$ cat src/rtl/hi_fsk_bit_demod_if.sv
// ---------------------------------------------------------------------------
// hi_fsk_bit_demod_if
//
// Bundles the signals between the HF FSK edge-interval front-end, the
// ISO15693 bit demodulator and the SSP/ARM-side framer.
//
//   period_in     front-end -> demod   edge interval in 13.56 MHz cycles
//   period_valid  front-end -> demod   1-cycle strobe qualifying period_in
//   byte_ready    framer    -> demod   framer accepts byte_out
//   byte_out      demod     -> framer  decoded byte, LSB = first bit
//   byte_valid    demod     -> framer  byte_out holds an unconsumed byte
//   frame_active  demod     -> framer  demodulator is inside a frame
//   frame_end     demod     -> framer  1-cycle pulse when a frame closes
//   frame_err     demod     -> framer  last frame closed on a code violation
//   overrun       demod     -> framer  a decoded byte was dropped
//   partial_bits  demod     -> framer  bits in discarded trailing partial byte
//
// Modports:
//   master - the environment side (front-end plus framer)
//   slave  - the demodulator
// ---------------------------------------------------------------------------
interface hi_fsk_bit_demod_if;
    logic [7:0] period_in;
    logic       period_valid;
    logic       byte_ready;
    logic [7:0] byte_out;
    logic       byte_valid;
    logic       frame_active;
    logic       frame_end;
    logic       frame_err;
    logic       overrun;
    logic [2:0] partial_bits;

    modport master (
        output period_in, period_valid, byte_ready,
        input  byte_out, byte_valid, frame_active, frame_end,
               frame_err, overrun, partial_bits
    );

    modport slave (
        input  period_in, period_valid, byte_ready,
        output byte_out, byte_valid, frame_active, frame_end,
               frame_err, overrun, partial_bits
    );
endinterface

$ cat src/rtl/hi_fsk_bit_demod.sv
// ---------------------------------------------------------------------------
// hi_fsk_bit_demod
//
// ISO15693 two-subcarrier bit demodulator. Each edge interval from the
// front-end is classified as high subcarrier (H, ~28 cycles), low
// subcarrier (L, ~32 cycles) or invalid. Intervals are accumulated until a
// half-bit worth of cycles has elapsed; the half-bit takes the majority
// class of the intervals it contains. A pair of half-bits is Manchester
// decoded (H,L -> 1; L,H -> 0) and bits are packed LSB-first into bytes
// handed to the framer over a valid/ready handshake.
//
// Ports:
//   ck_1356meg  13.56 MHz clock, all logic on its rising edge
//   reset       synchronous, active-high
//   bus         hi_fsk_bit_demod_if.slave (see interface for signal list)
//
// Parameters:
//   THRESH    intervals in [P_MIN, THRESH-1] are H, [THRESH, P_MAX] are L
//   P_MIN     smallest valid interval
//   P_MAX     largest valid interval
//   HALF_CYC  accumulated cycles that close one half-bit
// ---------------------------------------------------------------------------
module hi_fsk_bit_demod #(
    parameter logic [7:0] THRESH   = 8'd30,
    parameter logic [7:0] P_MIN    = 8'd20,
    parameter logic [7:0] P_MAX    = 8'd40,
    parameter logic [9:0] HALF_CYC = 10'd252
) (
    input  logic                  ck_1356meg,
    input  logic                  reset,
    hi_fsk_bit_demod_if.slave     bus
);

    typedef enum logic [1:0] {
        S_IDLE,
        S_HALF_A,
        S_HALF_B
    } state_t;

    // Per-interval classification.
    typedef enum logic [1:0] {
        C_INV,
        C_H,
        C_L
    } cls_t;

    // Outcome of a half-bit majority vote.
    typedef enum logic [1:0] {
        HB_H,
        HB_L,
        HB_TIE
    } half_t;

    // -----------------------------------------------------------------------
    // Registered state
    // -----------------------------------------------------------------------
    state_t     state;
    logic [9:0] sum;            // cycles accumulated in the current half-bit
    logic [3:0] votes_h;
    logic [3:0] votes_l;
    logic [1:0] inv_run;        // consecutive invalid intervals in a frame
    half_t      half_a;         // outcome of the first half of the bit
    logic [7:0] bit_reg;        // byte under assembly
    logic [2:0] bit_cnt;
    logic       byte_emitted;   // a full byte completed in this frame

    logic [7:0] byte_out_r;
    logic       byte_valid_r;
    logic       frame_active_r;
    logic       frame_end_r;
    logic       frame_err_r;
    logic       overrun_r;
    logic [2:0] partial_bits_r;

    // -----------------------------------------------------------------------
    // Next-state values
    // -----------------------------------------------------------------------
    state_t     state_n;
    logic [9:0] sum_n;
    logic [3:0] votes_h_n;
    logic [3:0] votes_l_n;
    logic [1:0] inv_run_n;
    half_t      half_a_n;
    logic [7:0] bit_reg_n;
    logic [2:0] bit_cnt_n;
    logic       byte_emitted_n;

    logic [7:0] byte_out_n;
    logic       byte_valid_n;
    logic       frame_end_n;
    logic       frame_err_n;
    logic       overrun_n;
    logic [2:0] partial_bits_n;

    // Combinational helpers
    cls_t       cls;
    logic [9:0] sum_acc;
    logic [3:0] votes_h_acc;
    logic [3:0] votes_l_acc;
    half_t      half_cls;
    logic       half_done;
    logic       bit_val;
    logic       close_evt;
    logic       violation;

    // -----------------------------------------------------------------------
    // Interval classification
    // -----------------------------------------------------------------------
    always_comb begin
        // NOTE: every signal driven here gets a value on every path (defaults
        // first), otherwise synthesis infers a latch to hold the old value.
        cls = C_INV;
        if (bus.period_in >= P_MIN && bus.period_in <= P_MAX) begin
            cls = (bus.period_in < THRESH) ? C_H : C_L;
        end
    end

    // -----------------------------------------------------------------------
    // Half-bit accumulation: what sum and votes would become if this strobe
    // is counted, and whether that closes the half.
    // -----------------------------------------------------------------------
    always_comb begin
        sum_acc     = sum + {2'b00, bus.period_in};
        votes_h_acc = votes_h;
        votes_l_acc = votes_l;
        if (cls == C_H && votes_h != 4'hF) begin
            votes_h_acc = votes_h + 4'd1;
        end
        if (cls == C_L && votes_l != 4'hF) begin
            votes_l_acc = votes_l + 4'd1;
        end

        if (votes_h_acc > votes_l_acc) begin
            half_cls = HB_H;
        end else if (votes_l_acc > votes_h_acc) begin
            half_cls = HB_L;
        end else begin
            half_cls = HB_TIE;
        end

        half_done = (cls != C_INV) && (sum_acc >= HALF_CYC);
    end

    // -----------------------------------------------------------------------
    // Next-state and output logic
    // -----------------------------------------------------------------------
    always_comb begin
        state_n        = state;
        sum_n          = sum;
        votes_h_n      = votes_h;
        votes_l_n      = votes_l;
        inv_run_n      = inv_run;
        half_a_n       = half_a;
        bit_reg_n      = bit_reg;
        bit_cnt_n      = bit_cnt;
        byte_emitted_n = byte_emitted;
        byte_out_n     = byte_out_r;
        // A byte accepted this cycle frees the output register first, so a
        // byte completing in the same cycle can load without an overrun.
        byte_valid_n   = byte_valid_r & ~bus.byte_ready;
        frame_end_n    = 1'b0;
        frame_err_n    = frame_err_r;
        overrun_n      = overrun_r;
        partial_bits_n = partial_bits_r;
        bit_val        = 1'b0;
        close_evt      = 1'b0;
        violation      = 1'b0;

        if (bus.period_valid) begin
            unique case (state)
                S_IDLE: begin
                    // The first valid interval opens the frame and is
                    // already part of the first half-bit.
                    if (cls != C_INV) begin
                        state_n        = S_HALF_A;
                        sum_n          = {2'b00, bus.period_in};
                        votes_h_n      = (cls == C_H) ? 4'd1 : 4'd0;
                        votes_l_n      = (cls == C_L) ? 4'd1 : 4'd0;
                        inv_run_n      = 2'd0;
                        bit_cnt_n      = 3'd0;
                        byte_emitted_n = 1'b0;
                        frame_err_n    = 1'b0;
                    end
                end

                S_HALF_A, S_HALF_B: begin
                    if (cls == C_INV) begin
                        // Two invalid intervals in a row mean the carrier
                        // has gone: that is the end of the frame.
                        inv_run_n = inv_run + 2'd1;
                        if (inv_run == 2'd1) begin
                            close_evt = 1'b1;
                        end
                    end else begin
                        inv_run_n = 2'd0;
                        sum_n     = sum_acc;
                        votes_h_n = votes_h_acc;
                        votes_l_n = votes_l_acc;

                        if (half_done) begin
                            // Any overshoot past HALF_CYC is discarded.
                            sum_n     = 10'd0;
                            votes_h_n = 4'd0;
                            votes_l_n = 4'd0;

                            if (state == S_HALF_A) begin
                                half_a_n = half_cls;
                                state_n  = S_HALF_B;
                            end else if (half_a == HB_H && half_cls == HB_L) begin
                                bit_val = 1'b1;
                            end else if (half_a == HB_L && half_cls == HB_H) begin
                                bit_val = 1'b0;
                            end else begin
                                violation = 1'b1;
                                close_evt = 1'b1;
                            end

                            if (state == S_HALF_B && !violation) begin
                                state_n            = S_HALF_A;
                                bit_reg_n[bit_cnt] = bit_val;
                                bit_cnt_n          = bit_cnt + 3'd1;
                                if (bit_cnt == 3'd7) begin
                                    byte_emitted_n = 1'b1;
                                    if (byte_valid_n) begin
                                        overrun_n = 1'b1;
                                    end else begin
                                        byte_out_n   = bit_reg_n;
                                        byte_valid_n = 1'b1;
                                    end
                                end
                            end
                        end
                    end
                end

                default: begin
                    state_n = S_IDLE;
                end
            endcase
        end

        if (close_evt) begin
            state_n        = S_IDLE;
            frame_end_n    = 1'b1;
            partial_bits_n = bit_cnt;
            // Silence after whole bytes is a clean EOF; a violation is only
            // an error once the frame has carried some data.
            frame_err_n    = violation && (bit_cnt != 3'd0 || byte_emitted);
            bit_cnt_n      = 3'd0;
            sum_n          = 10'd0;
            votes_h_n      = 4'd0;
            votes_l_n      = 4'd0;
            inv_run_n      = 2'd0;
        end
    end

    // -----------------------------------------------------------------------
    // State register
    // -----------------------------------------------------------------------
    always_ff @(posedge ck_1356meg) begin
        // NOTE: the reset here is synchronous, so it sits inside the clocked
        // branch and the sensitivity list holds only the clock edge.
        if (reset) begin
            state          <= S_IDLE;
            sum            <= 10'd0;
            votes_h        <= 4'd0;
            votes_l        <= 4'd0;
            inv_run        <= 2'd0;
            half_a         <= HB_TIE;
            bit_reg        <= 8'h00;
            bit_cnt        <= 3'd0;
            byte_emitted   <= 1'b0;
            byte_out_r     <= 8'h00;
            byte_valid_r   <= 1'b0;
            frame_active_r <= 1'b0;
            frame_end_r    <= 1'b0;
            frame_err_r    <= 1'b0;
            overrun_r      <= 1'b0;
            partial_bits_r <= 3'd0;
        end else begin
            // NOTE: non-blocking assignments make every register sample its
            // next value at the same edge, independent of statement order.
            state          <= state_n;
            sum            <= sum_n;
            votes_h        <= votes_h_n;
            votes_l        <= votes_l_n;
            inv_run        <= inv_run_n;
            half_a         <= half_a_n;
            bit_reg        <= bit_reg_n;
            bit_cnt        <= bit_cnt_n;
            byte_emitted   <= byte_emitted_n;
            byte_out_r     <= byte_out_n;
            byte_valid_r   <= byte_valid_n;
            frame_active_r <= (state_n != S_IDLE);
            frame_end_r    <= frame_end_n;
            frame_err_r    <= frame_err_n;
            overrun_r      <= overrun_n;
            partial_bits_r <= partial_bits_n;
        end
    end

    assign bus.byte_out     = byte_out_r;
    assign bus.byte_valid   = byte_valid_r;
    assign bus.frame_active = frame_active_r;
    assign bus.frame_end    = frame_end_r;
    assign bus.frame_err    = frame_err_r;
    assign bus.overrun      = overrun_r;
    assign bus.partial_bits = partial_bits_r;

endmodule

$ cat src/flat_wrapper.sv
// flat-port wrapper written by rule: the top's interface ports become plain ports
module hi_fsk_bit_demod_flat 
#(
    parameter logic [7:0] THRESH   = 8'd30,
    parameter logic [7:0] P_MIN    = 8'd20,
    parameter logic [7:0] P_MAX    = 8'd40,
    parameter logic [9:0] HALF_CYC = 10'd252
)
  (ck_1356meg, reset, bus_period_in, bus_period_valid, bus_byte_ready, bus_byte_out, bus_byte_valid, bus_frame_active, bus_frame_end, bus_frame_err, bus_overrun, bus_partial_bits);
  hi_fsk_bit_demod_if bus_i ();
  input  logic ck_1356meg;
  input  logic reset;
  input wire logic [$bits(bus_i.period_in)-1:0] bus_period_in;
  input wire logic [$bits(bus_i.period_valid)-1:0] bus_period_valid;
  input wire logic [$bits(bus_i.byte_ready)-1:0] bus_byte_ready;
  output wire logic [$bits(bus_i.byte_out)-1:0] bus_byte_out;
  output wire logic [$bits(bus_i.byte_valid)-1:0] bus_byte_valid;
  output wire logic [$bits(bus_i.frame_active)-1:0] bus_frame_active;
  output wire logic [$bits(bus_i.frame_end)-1:0] bus_frame_end;
  output wire logic [$bits(bus_i.frame_err)-1:0] bus_frame_err;
  output wire logic [$bits(bus_i.overrun)-1:0] bus_overrun;
  output wire logic [$bits(bus_i.partial_bits)-1:0] bus_partial_bits;
  assign bus_i.period_in = bus_period_in;
  assign bus_i.period_valid = bus_period_valid;
  assign bus_i.byte_ready = bus_byte_ready;
  assign bus_byte_out = bus_i.byte_out;
  assign bus_byte_valid = bus_i.byte_valid;
  assign bus_frame_active = bus_i.frame_active;
  assign bus_frame_end = bus_i.frame_end;
  assign bus_frame_err = bus_i.frame_err;
  assign bus_overrun = bus_i.overrun;
  assign bus_partial_bits = bus_i.partial_bits;
  hi_fsk_bit_demod #(.THRESH(THRESH), .P_MIN(P_MIN), .P_MAX(P_MAX), .HALF_CYC(HALF_CYC)) u_core (.ck_1356meg(ck_1356meg), .reset(reset), .bus(bus_i));
endmodule
$ cat config.mk
export PLATFORM = sky130hd
export DESIGN_NAME = hi_fsk_bit_demod_flat
export DESIGN_NICKNAME = d
export VERILOG_FILES = /design/src/rtl/hi_fsk_bit_demod_if.sv /design/src/rtl/hi_fsk_bit_demod.sv /design/src/flat_wrapper.sv
export SDC_FILE = /design/constraint.sdc
export NUM_CORES = 1
export LEC_CHECK = 0
export BUFFER_PORTS_ARGS = -buffer_cell sky130_fd_sc_hd__buf_2
export CELL_PAD_IN_SITES_DETAIL_PLACEMENT = 1
export CELL_PAD_IN_SITES_GLOBAL_PLACEMENT = 1
export CORE_ASPECT_RATIO = 1.1
export CORE_MARGIN = 5
export CORE_UTILIZATION = 41
export DETAILED_ROUTE_END_ITERATION = 7
export PLACE_DENSITY = 0.82
export RECOVER_POWER = 25
export SLEW_MARGIN = 10
export SYNTH_ARGS = -nofsm -noshare
export SYNTH_HDL_FRONTEND = slang
export SYNTH_SLANG_ARGS = --single-unit
$ cat constraint.sdc
create_clock -name ck_1356meg -period 4.7 [get_ports ck_1356meg]
set_clock_uncertainty 0.2 [all_clocks]
set_input_delay 0.94 -clock ck_1356meg [delete_from_list [all_inputs] [get_ports ck_1356meg]]
set_output_delay 0.94 -clock ck_1356meg [all_outputs]
set_load 0.01 [all_outputs]
==> results of run 1 <==
-- metrics by stage --
step                      hold WS [ns]  setup TNS [ns]  instance area, µm²
after floorplan                  0.259               0                3290
after CTS                        0.274               0                3700
after global routing             0.296               0                3680
after detailed placement         0.253          -0.240                3580
final                            0.270               0                3680
after global placement           0.249               0                3580
-- worst max-delay path, delay by kind of cell --
kind,cells,cell delay (ns)
simple gates,4,0.98
fa+ha+maj,1,0.29
compound gates,7,1.69
buf+inv,2,0.31
mux,1,0.32
-- cell families after synthesis --
logic type	after synthesis	synth area share, %
and+or+nand+nor	138	20.9
AOI/OAI and AO/OA	109	25.1
DFF	52	31.6
buffers and inverters	37	4.83
adders and majority gates	23	8.97
muxes	15	4.60
xor gates and xnor gates	14	3.95
-- layer usage --
| layer | track usage (%) | up-vias |
|---|---|---|
| met3 | 2.97 | 10 |
| met1 | 23.3 | 1505 |
| met5 | 0 | - |
| li1 | - | 1474 |
| met4 | 4.88 | 0 |
| met2 | 35.1 | 37 |
-- placed cells by master (no fill, tap or decap), drive strengths merged, types with 3 or more instances in the layout --
| cell | Yosys | final |
|---|---|---|
| xnor2 | 8 | 8 |
| xor2 | 6 | 6 |
| nand4 | 3 | 3 |
| o21ai | 13 | 13 |
| mux2i | 14 | 14 |
| nor2b | 4 | 4 |
| o22ai | 4 | 4 |
| nor2 | 40 | 40 |
| a221oi | 8 | 8 |
| or3 | 3 | 3 |
| buf | 9 | 26 |
| a31oi | 7 | 7 |
| nand3b | 4 | 4 |
| ha | 22 | 22 |
| a21oi | 34 | 34 |
| nor3 | 18 | 18 |
| inv | 12 | 12 |
| nand3 | 16 | 16 |
| nand2 | 29 | 29 |
| o211ai | 5 | 5 |
| a211oi | 19 | 19 |
| and2 | 5 | 5 |
| nand2b | 4 | 4 |
| clkbuf | 15 | 22 |
| dfxtp | 52 | 52 |
| nor3b | 3 | 3 |
-- worst max-delay path by stage --
| stage | startpoint | endpoint | slack [ns] | cells past startpoint |
|---|---|---|---|---|
| 4_1_cts | bus_period_in[1] | u_core.bit_cnt[0] | 0.25 | 15 |
| 3_5_place_dp | bus_period_in[1] | u_core.bit_cnt[0] | -0.07 | 15 |
| 3_3_place_gp | bus_period_in[1] | u_core.bit_cnt[0] | 0.12 | 15 |
| 6_report | bus_period_in[1] | u_core.bit_cnt[0] | 0.20 | 15 |
| 5_1_grt | bus_period_in[1] | u_core.bit_cnt[0] | 0.007 | 15 |
| 2_1_floorplan | bus_period_in[1] | u_core.bus.byte_out[0] | 0.15 | 15 |
-- report_power, final --
| part | switching [mW] | internal (mW) |
|---|---|---|
| clock | 0.154 | 0.174 |
| combinational | 0.0676 | 0.0381 |
| sequential | 0.00299 | 0.444 |
-- area by class of cell --
class / instances / area [µm²] / share of cell area [%]
multi-input combinational: 299 / 2090 / 56.9
sequential: 52 / 1040 / 28.3
timing repair buffer: 42 / 240 / 6.53
tap: 108 / 135 / 3.67
clock buffer: 6 / 82.6 / 2.25
inverter: 13 / 48.8 / 1.33
clock inverter: 2 / 38.8 / 1.05
==> results.ini, run 1 <==
[setup_path]
cp.required_ns = 4.74
reg2reg_from = u_core.votes_l[0]
arrival_ns = 4.53
slowest_delay_ns = 0.47
end_kind = flop
critPathLaunchType = primary input
cp_slowest_cell = or4_1
crit_path_max_fanout = 6
path_class = in -> reg
cp_cell_sequence = buf_2 -> o31a_1 -> o22ai_1 -> and2_1 -> nand3_1 -> mux2_2 -> ha_1 -> nor2b_1 -> o211ai_1 -> a2111o_1 -> a21boi_1 -> buf_4 -> o21ai_0 -> or4_1 -> a31oi_1
ff2ff_setup_slack_ns = 0.94
r2r_cells = 13
r2r_end = u_core.bit_cnt[0]

[logic_synthesis]
yosysWarnings = 0
ys_top_cells_by_count = dfxtp_1, nor2_1, a21oi_1
synthesis.nets = 423
synth.most_common_cell = dfxtp_1
yosysSeqAreaShare_pct = 31.6
ys_seq_elements = 52
yosysUniqueCellTypes = 61
yosysTopAreaCellShare_pct = 31.6
synth_edf_count = 0
synthTopCellsByArea = dfxtp_1, ha_1, a21oi_1, nor2_1, mux2i_1
synthFlopType = dfxtp_1
post-synth-top-area-cell = dfxtp_1
netlist_instances = 388
syn-cell-area_um2 = 3290
syn_area_per_cell_um2 = 8.48
synthArstFlopShare_pct = 0

[place]
routabilityCongestion = 0.782
placedCellCount = 514
dpl.hpwl_um = 6610
io_buffers = 27
place_ws_ns = -0.0732

[power]
p_leak_nw = 1.30
power.density_nw_per_um2 = 240
finalPower_uw = 882
peakVddDrop_v = 0.000141

[grt]
grt_pass1_wl_um = 15700
grt_antenna_before_repair = 0
gr-total-overflow = 0
first_global_vias = 3240
globalRouteTotalUtil_pct = 19.3
grt_max_degree = 28

[timing]
final_max_slew_viol_count = 0
fin_crit_ns = 4.50
fin_ws_ns = 0.204
tightestPinTransition_ns = 0.881
setup_viol = 0
clock.fmax_mhz = 222
hold_violations = 0
relSlewSlack_pct = 41.1
rsz0062_at_grt = no
post-route-period-util_pct = 95.7

[die]
die_area_um2 = 9920
die_x_um = 95.4
die_h_um = 104
core_area_um2 = 7870
io_pins = 28
num_rows = 34
start_util_pct = 41.8

[cells_and_area]
finalNonFillerCells = 522
utilization_pct = 46.7
fillerInstances = 968
syn2layout_area_growth_pct = 11.7
antenna-diode-count = 0
largest_register_ffs = 10
finalNetCount = 448
drive_gt1_share_pct = 13.0

[route]
vias = 3026
m1WireLength_um = 3900
wl_per_cell_um = 17.0
drt-vias-per-instance = 5.80
first_iter_violations = 139
drtPass1Iterations = 4
postRouteWirelength_um = 8870
wl_met3_um = 223
top_layer = met4
antenna_left = 0
drc = 0
route.met2.wl_um = 4640

[cts]
cts_buffers = 5
cts_hold_buf = 0
cts_resized = 0
clk_path_buf_depth = 2
worstSkewPairLatency_ns = 0.31
cts-root-buf = clkbuf_8
cts_sinks = 52
cts.htree.levels = 2
clk_pin_slew_worst_paths_ns = 0.10
cts_tree = built
postCtsSetupBuffers = 0

[worst_hold_path]
hold_class = reg -> reg
holdCritStartpoint = u_core.bus.partial_bits[2]
whs_endpoint = u_core.bus.partial_bits[2]
hold_depth = 2

[flow_run]
cap_violations = 0

[outcome]
status = finished clean

(Power assumes the default switching activity.)
==> inputs of run 2 (changes only) <==
--- a/config.mk
+++ b/config.mk
@@ -12,7 +12,7 @@
 export CORE_MARGIN = 5
 export CORE_UTILIZATION = 41
 export DETAILED_ROUTE_END_ITERATION = 7
-export PLACE_DENSITY = 0.82
+export PLACE_DENSITY = 0.76
 export RECOVER_POWER = 25
 export SLEW_MARGIN = 10
 export SYNTH_ARGS = -nofsm -noshare
==> run 2 against run 1 <==
Compared with the run above: register-to-register slack gained 0.07 ns; worst setup slack gained 0.17 ns; worst hold slack gained 0.014 ns; global-route usage shrank 0.51 points; die area is the same; sequential power is essentially flat; routed wire length shrank 0.77%; maximum frequency grew 3.9%; sequential share of layout area shrank 0.086 points; design area grew 0.31%; clock power shrank 14%; highest routed layer unchanged.
==> results.ini, run 2 (same netlist as run 1, synthesis figures left out) <==
[route]
first_iter_violations = 121
drtPass1Iterations = 4
drc = 0
antenna_left = 0
drt-vias-per-instance = 5.69
wl_per_cell_um = 16.6
vias = 3008
postRouteWirelength_um = 8800

[timing]
hold_ws_ns = 0.284
tns_ns = 0
final_max_slew_viol_count = 0
post-route-period-util_pct = 92.1
hold_violations = 0
relSlewSlack_pct = 41.4
clock.fmax_mhz = 231
setup_viol = 0
fin_crit_ns = 4.33
fin_ws_ns = 0.373
rsz0062_at_grt = no
tightestPinTransition_ns = 0.876

[cells_and_area]
most-common-layout-cells = dfxtp_1, nor2_1, a21oi_1
finalNonFillerCells = 529
multi_input_area_um2 = 2090
utilization_pct = 46.9
syn2layout_area_growth_pct = 12.1
fillerInstances = 956
seq_area_um2 = 1040
mostFrequentLayoutCell = dfxtp_1
antenna-diode-count = 0
design_area_um2 = 3690
finalNetCount = 455
largest_register_ffs = 10
drive_gt1_share_pct = 14.3

[grt]
gr-total-overflow = 0
grt_antenna_before_repair = 0
first_global_vias = 3184
grt_pass1_wl_um = 15400
globalRouteTotalUtil_pct = 18.8
grt_max_degree = 28

[cts]
cts_buffers = 5
cts-root-buf = clkbuf_8
cts.htree.levels = 2
worstSkewPairLatency_ns = 0.31
clk_pin_slew_worst_paths_ns = 0.10
clk_path_buf_depth = 2
cts_sinks = 52
cts_tree = built

[place]
place_area_um2 = 3620
routabilityCongestion = 0.870
dpl.hpwl_um = 6550
io_buffers = 27
place_ws_ns = -0.203
placedCellCount = 521

[die]
die_h_um = 104
die_x_um = 95.4
io_pins = 28
num_rows = 34
core_area_um2 = 7870
start_util_pct = 41.8
die_area_um2 = 9920

[setup_path]
r2r_end = u_core.bit_cnt[0]
cp.required_ns = 4.74
critPathLaunchType = primary input
crit_path_max_fanout = 6
arrival_ns = 4.37
ff2ff_setup_slack_ns = 1.01
end_kind = flop
path_class = in -> reg
r2r_cells = 12
reg2reg_from = u_core.votes_l[0]
cp-startpoint = bus_period_in[1]

[power]
power.density_nw_per_um2 = 227
finalPower_uw = 838
peakVddDrop_v = 0.000120
p_leak_nw = 1.31

[worst_hold_path]
hold_depth = 2
hold_class = reg -> reg
holdCritStartpoint = u_core.bus.overrun
whs_endpoint = u_core.bus.overrun

[outcome]
status = finished clean

[flow_run]
cap_violations = 0

[run 2: area by class of cell]
class,instances,area share (%)
tap,108,3.66
clock buffer,6,2.24
clock inverter,2,0.373
multi-input combinational,299,56.6
sequential,52,28.2
timing repair buffer,49,7.60
inverter,13,1.32
[run 2: repair_timing]
action,4_1_cts,5_1_grt
buffers inserted,0,0
endpoints found under the setup margin,0,24
hold buffers,0,0
resized for setup,0,1
[run 2: power by group]
group | total, mW | leakage, nW | switching, mW | internal, mW
registers | 0.447 | 0.419 | 0.00283 | 0.444
clock network | 0.283 | 0.0516 | 0.162 | 0.121
logic | 0.108 | 0.844 | 0.0675 | 0.0404
[run 2: worst max path at each step]
stage | to | slack [ns] | cells past startpoint
floorplan | u_core.bus.byte_out[0] | 0.15 | 15
global placement | u_core.bus.frame_err | -0.07 | 15
detailed placement | u_core.bus.frame_err | -0.20 | 15
CTS | u_core.bus.frame_err | 0.12 | 15
global route | u_core.byte_emitted | 0.06 | 17
finish | u_core.bit_cnt[0] | 0.37 | 14
[run 2: layer usage]
metal | share of wire, % | vias to the layer above | global-route usage, %
met5 | 0 | - | 0
met3 | 2.6 | 14 | 3.33
met1 | 46 | 1466 | 24.7
met4 | 1.7 | 0 | 4.98
met2 | 50 | 44 | 31.4
li1 | - | 1484 | -
[run 2: critical path, stage by stage]
cell and delay (ns):
buf_2 0.10, o31a_1 0.28, o22ai_1 0.19, and2_1 0.21, nand3_1 0.15, mux2_2 0.32, ha_1 0.29, nor2b_1 0.13
o211ai_1 0.12, a2111o_1 0.46, a21boi_1 0.26, o21ai_0 0.30, or4_1 0.47, a31oi_1 0.14
==> inputs of run 3 (changes only) <==
--- a/config.mk
+++ b/config.mk
@@ -5,13 +5,15 @@
 export SDC_FILE = /design/constraint.sdc
 export NUM_CORES = 1
 export LEC_CHECK = 0
+export ABC_AREA = 1
 export BUFFER_PORTS_ARGS = -buffer_cell sky130_fd_sc_hd__buf_2
 export CELL_PAD_IN_SITES_DETAIL_PLACEMENT = 1
 export CELL_PAD_IN_SITES_GLOBAL_PLACEMENT = 1
 export CORE_ASPECT_RATIO = 1.1
 export CORE_MARGIN = 5
-export CORE_UTILIZATION = 41
+export CORE_UTILIZATION = 39
 export DETAILED_ROUTE_END_ITERATION = 7
+export GPL_TIMING_DRIVEN = 0
 export PLACE_DENSITY = 0.76
 export RECOVER_POWER = 25
 export SLEW_MARGIN = 10
==> run 3 against run 2 <==
Compared with the run above: via count is 9.4% higher; power is 0.52% higher; clock power is 2% lower; combinational power is 9% higher; design area is 2.4% higher; global-route usage is 1.0 points lower; die area is 8.5% higher; sequential power hardly changed; synthesized cell count is 27% higher; critical path depth is 12 higher.
==> results.ini, run 3 <==
[outcome]
status = finished clean

[cts]
cts_buffers = 5
cts_hold_buf = 0
clk_pin_slew_worst_paths_ns = 0.09
cts-root-buf = clkbuf_8
worstSkewPairLatency_ns = 0.30
clk_path_buf_depth = 2
cts_resized = 0
postCtsSetupBuffers = 0
cts_sinks = 52
cts_tree = built
cts.htree.levels = 2

[place]
io_buffers = 27
placedCellCount = 632
routabilityCongestion = 0.834
dpl.hpwl_um = 7360

[cells_and_area]
finalNonFillerCells = 640
mostFrequentLayoutCell = nand2_1
most-common-layout-cells = nand2_1, inv_1, dfxtp_1
syn2layout_area_growth_pct = 10.2
fillerInstances = 1160
largest_register_ffs = 10
drive_gt1_share_pct = 12.5
antenna-diode-count = 0
finalNetCount = 563

[logic_synthesis]
synthFlopType = dfxtp_1
yosysUniqueCellTypes = 47
yosysTopAreaCellShare_pct = 30.4
netlist_instances = 494
synthArstFlopShare_pct = 0
synthTopCellsByArea = dfxtp_1, nand2_1, ha_1, nand3_1, inv_1
syn_area_per_cell_um2 = 6.93
synthesis.nets = 529
synth.most_common_cell = nand2_1
ys_seq_elements = 52
yosysWarnings = 0
ys_top_cells_by_count = nand2_1, inv_1, dfxtp_1
syn-cell-area_um2 = 3430
yosysSeqAreaShare_pct = 30.4
synth_edf_count = 0
post-synth-top-area-cell = dfxtp_1

[timing]
setup_viol = 0
relSlewSlack_pct = 57.1
rsz0062_at_grt = no
fin_crit_ns = 4.26
tightestPinTransition_ns = 0.639
post-route-period-util_pct = 90.7
tns_ns = 0
hold_violations = 0
final_max_slew_viol_count = 0
clock.fmax_mhz = 235

[grt]
globalRouteTotalUtil_pct = 17.8
grt_pass1_wl_um = 15900
first_global_vias = 3425
grt_antenna_before_repair = 0
grt_max_degree = 17
gr-total-overflow = 0

[route]
antenna_left = 0
drc = 0
postRouteWirelength_um = 9210
wl_per_cell_um = 14.4
drt-vias-per-instance = 5.14
first_iter_violations = 102
vias = 3291
drtPass1Iterations = 4

[setup_path]
critPathLaunchType = primary input
cp.required_ns = 4.73
path_buf_inv = 7
crit_path_max_fanout = 10
path_delay_family = simple AND/OR/NAND/NOR gates
path_class = in -> reg
cp_slowest_cell = nor4_4
end_kind = flop
arrival_ns = 4.30
ff2ff_setup_slack_ns = 1.26
slowest_delay_ns = 0.49
critPathMostFrequentCell = nand2_1

[die]
io_pins = 28
core_area_um2 = 8500
die_area_um2 = 10800
start_util_pct = 40.3
die_x_um = 99.4
num_rows = 35
die_h_um = 108

[flow_run]
cap_violations = 0

[power]
combPwrFrac_pct = 14.0
p_seq_share_pct = 53.3
p_sw_share_pct = 28.2
power.density_nw_per_um2 = 223
p_leak_nw = 1.70
peakVddDrop_v = 0.000163
power.switching_uw = 238
internal-power_uw = 605
clkPwrFrac_pct = 32.8

[worst_hold_path]
hold_class = reg -> reg

## run 3: path summary, 6_finish.rpt
| kind | from | endpoint | depth (start not counted) |
|---|---|---|---|
| worst max-delay path | bus_period_in[7] | u_core.bus.overrun | 26 |
| worst min register to register | u_core.bus.partial_bits[1] | u_core.bus.partial_bits[1] | 2 |
| worst max register to register | u_core.votes_l[1] | u_core.bus.overrun | 18 |
| worst min-delay path | u_core.bus.partial_bits[1] | u_core.bus.partial_bits[1] | 2 |
## run 3: logic make-up after synthesis
kind of cell	share of synthesized area, %
flip-flops	30.4
AO/OA/AOI/OAI	16.5
XOR/XNOR	1.53
AND/OR/NAND/NOR	32.5
multiplexers	0.292
adder cells (fa/ha/maj)	8.62
buffers and inverters	10.2
## run 3: layer usage
metal / vias up / routed length (µm) / global-route usage [%]
met5: - / 0 / 0
met3: 8 / 204 / 2.06
li1: 1674 / - / -
met4: 0 / 114 / 3.32
met2: 36 / 4760 / 34.4
met1: 1573 / 4140 / 21.1
## run 3: area by class of cell
| class | count | area, µm² | share of cell area, % |
|---|---|---|---|
| multi-input combinational | 361 | 2030 | 53.9 |
| tap | 111 | 139 | 3.68 |
| inverter | 70 | 269 | 7.12 |
| sequential | 52 | 1040 | 27.6 |
| buffer | 11 | 81.3 | 2.15 |
| clock buffer | 6 | 82.6 | 2.19 |
| timing repair buffer | 27 | 115 | 3.05 |
| clock inverter | 2 | 13.8 | 0.364 |
## run 3: worst register-to-register path, cell delays in order, from the launching register on
cell     delay [ns]
dfxtp_1        0.41
ha_1           0.23
nand3_1        0.09
nand2_1        0.16
inv_1          0.09
o21ai_0        0.15
inv_1          0.08
ha_1           0.31
a21oi_1        0.22
nand3_1        0.13
nand2_1        0.08
inv_1          0.06
nand2_4        0.08
nand2_4        0.07
nor4_4         0.49
nand2_4        0.21
nor2_4         0.14
nand2_1        0.07
a21oi_2        0.11
## run 3: power groups by stage
stage	registers, mW	logic (mW)	clock network (mW)
floorplan	0.458	0.0835	0
global placement	0.459	0.115	0
detailed placement	0.459	0.118	0
CTS	0.449	0.119	0.285
global route	0.450	0.132	0.305
finish	0.449	0.118	0.276
## run 3: through the flow
step                      hold slack, ns  area, µm²  total power [mW]  setup WS, ns  utilization [%]
after floorplan                    0.231       3430             0.541         0.931                -
after global placement             0.225       3700             0.573         0.218             43.5
after detailed placement           0.235       3700             0.577         0.106             43.5
after CTS                          0.254       3800             0.853         0.414             44.7
after global routing               0.275       3780             0.887         0.101             44.4
final                              0.250       3780             0.842         0.438             44.4
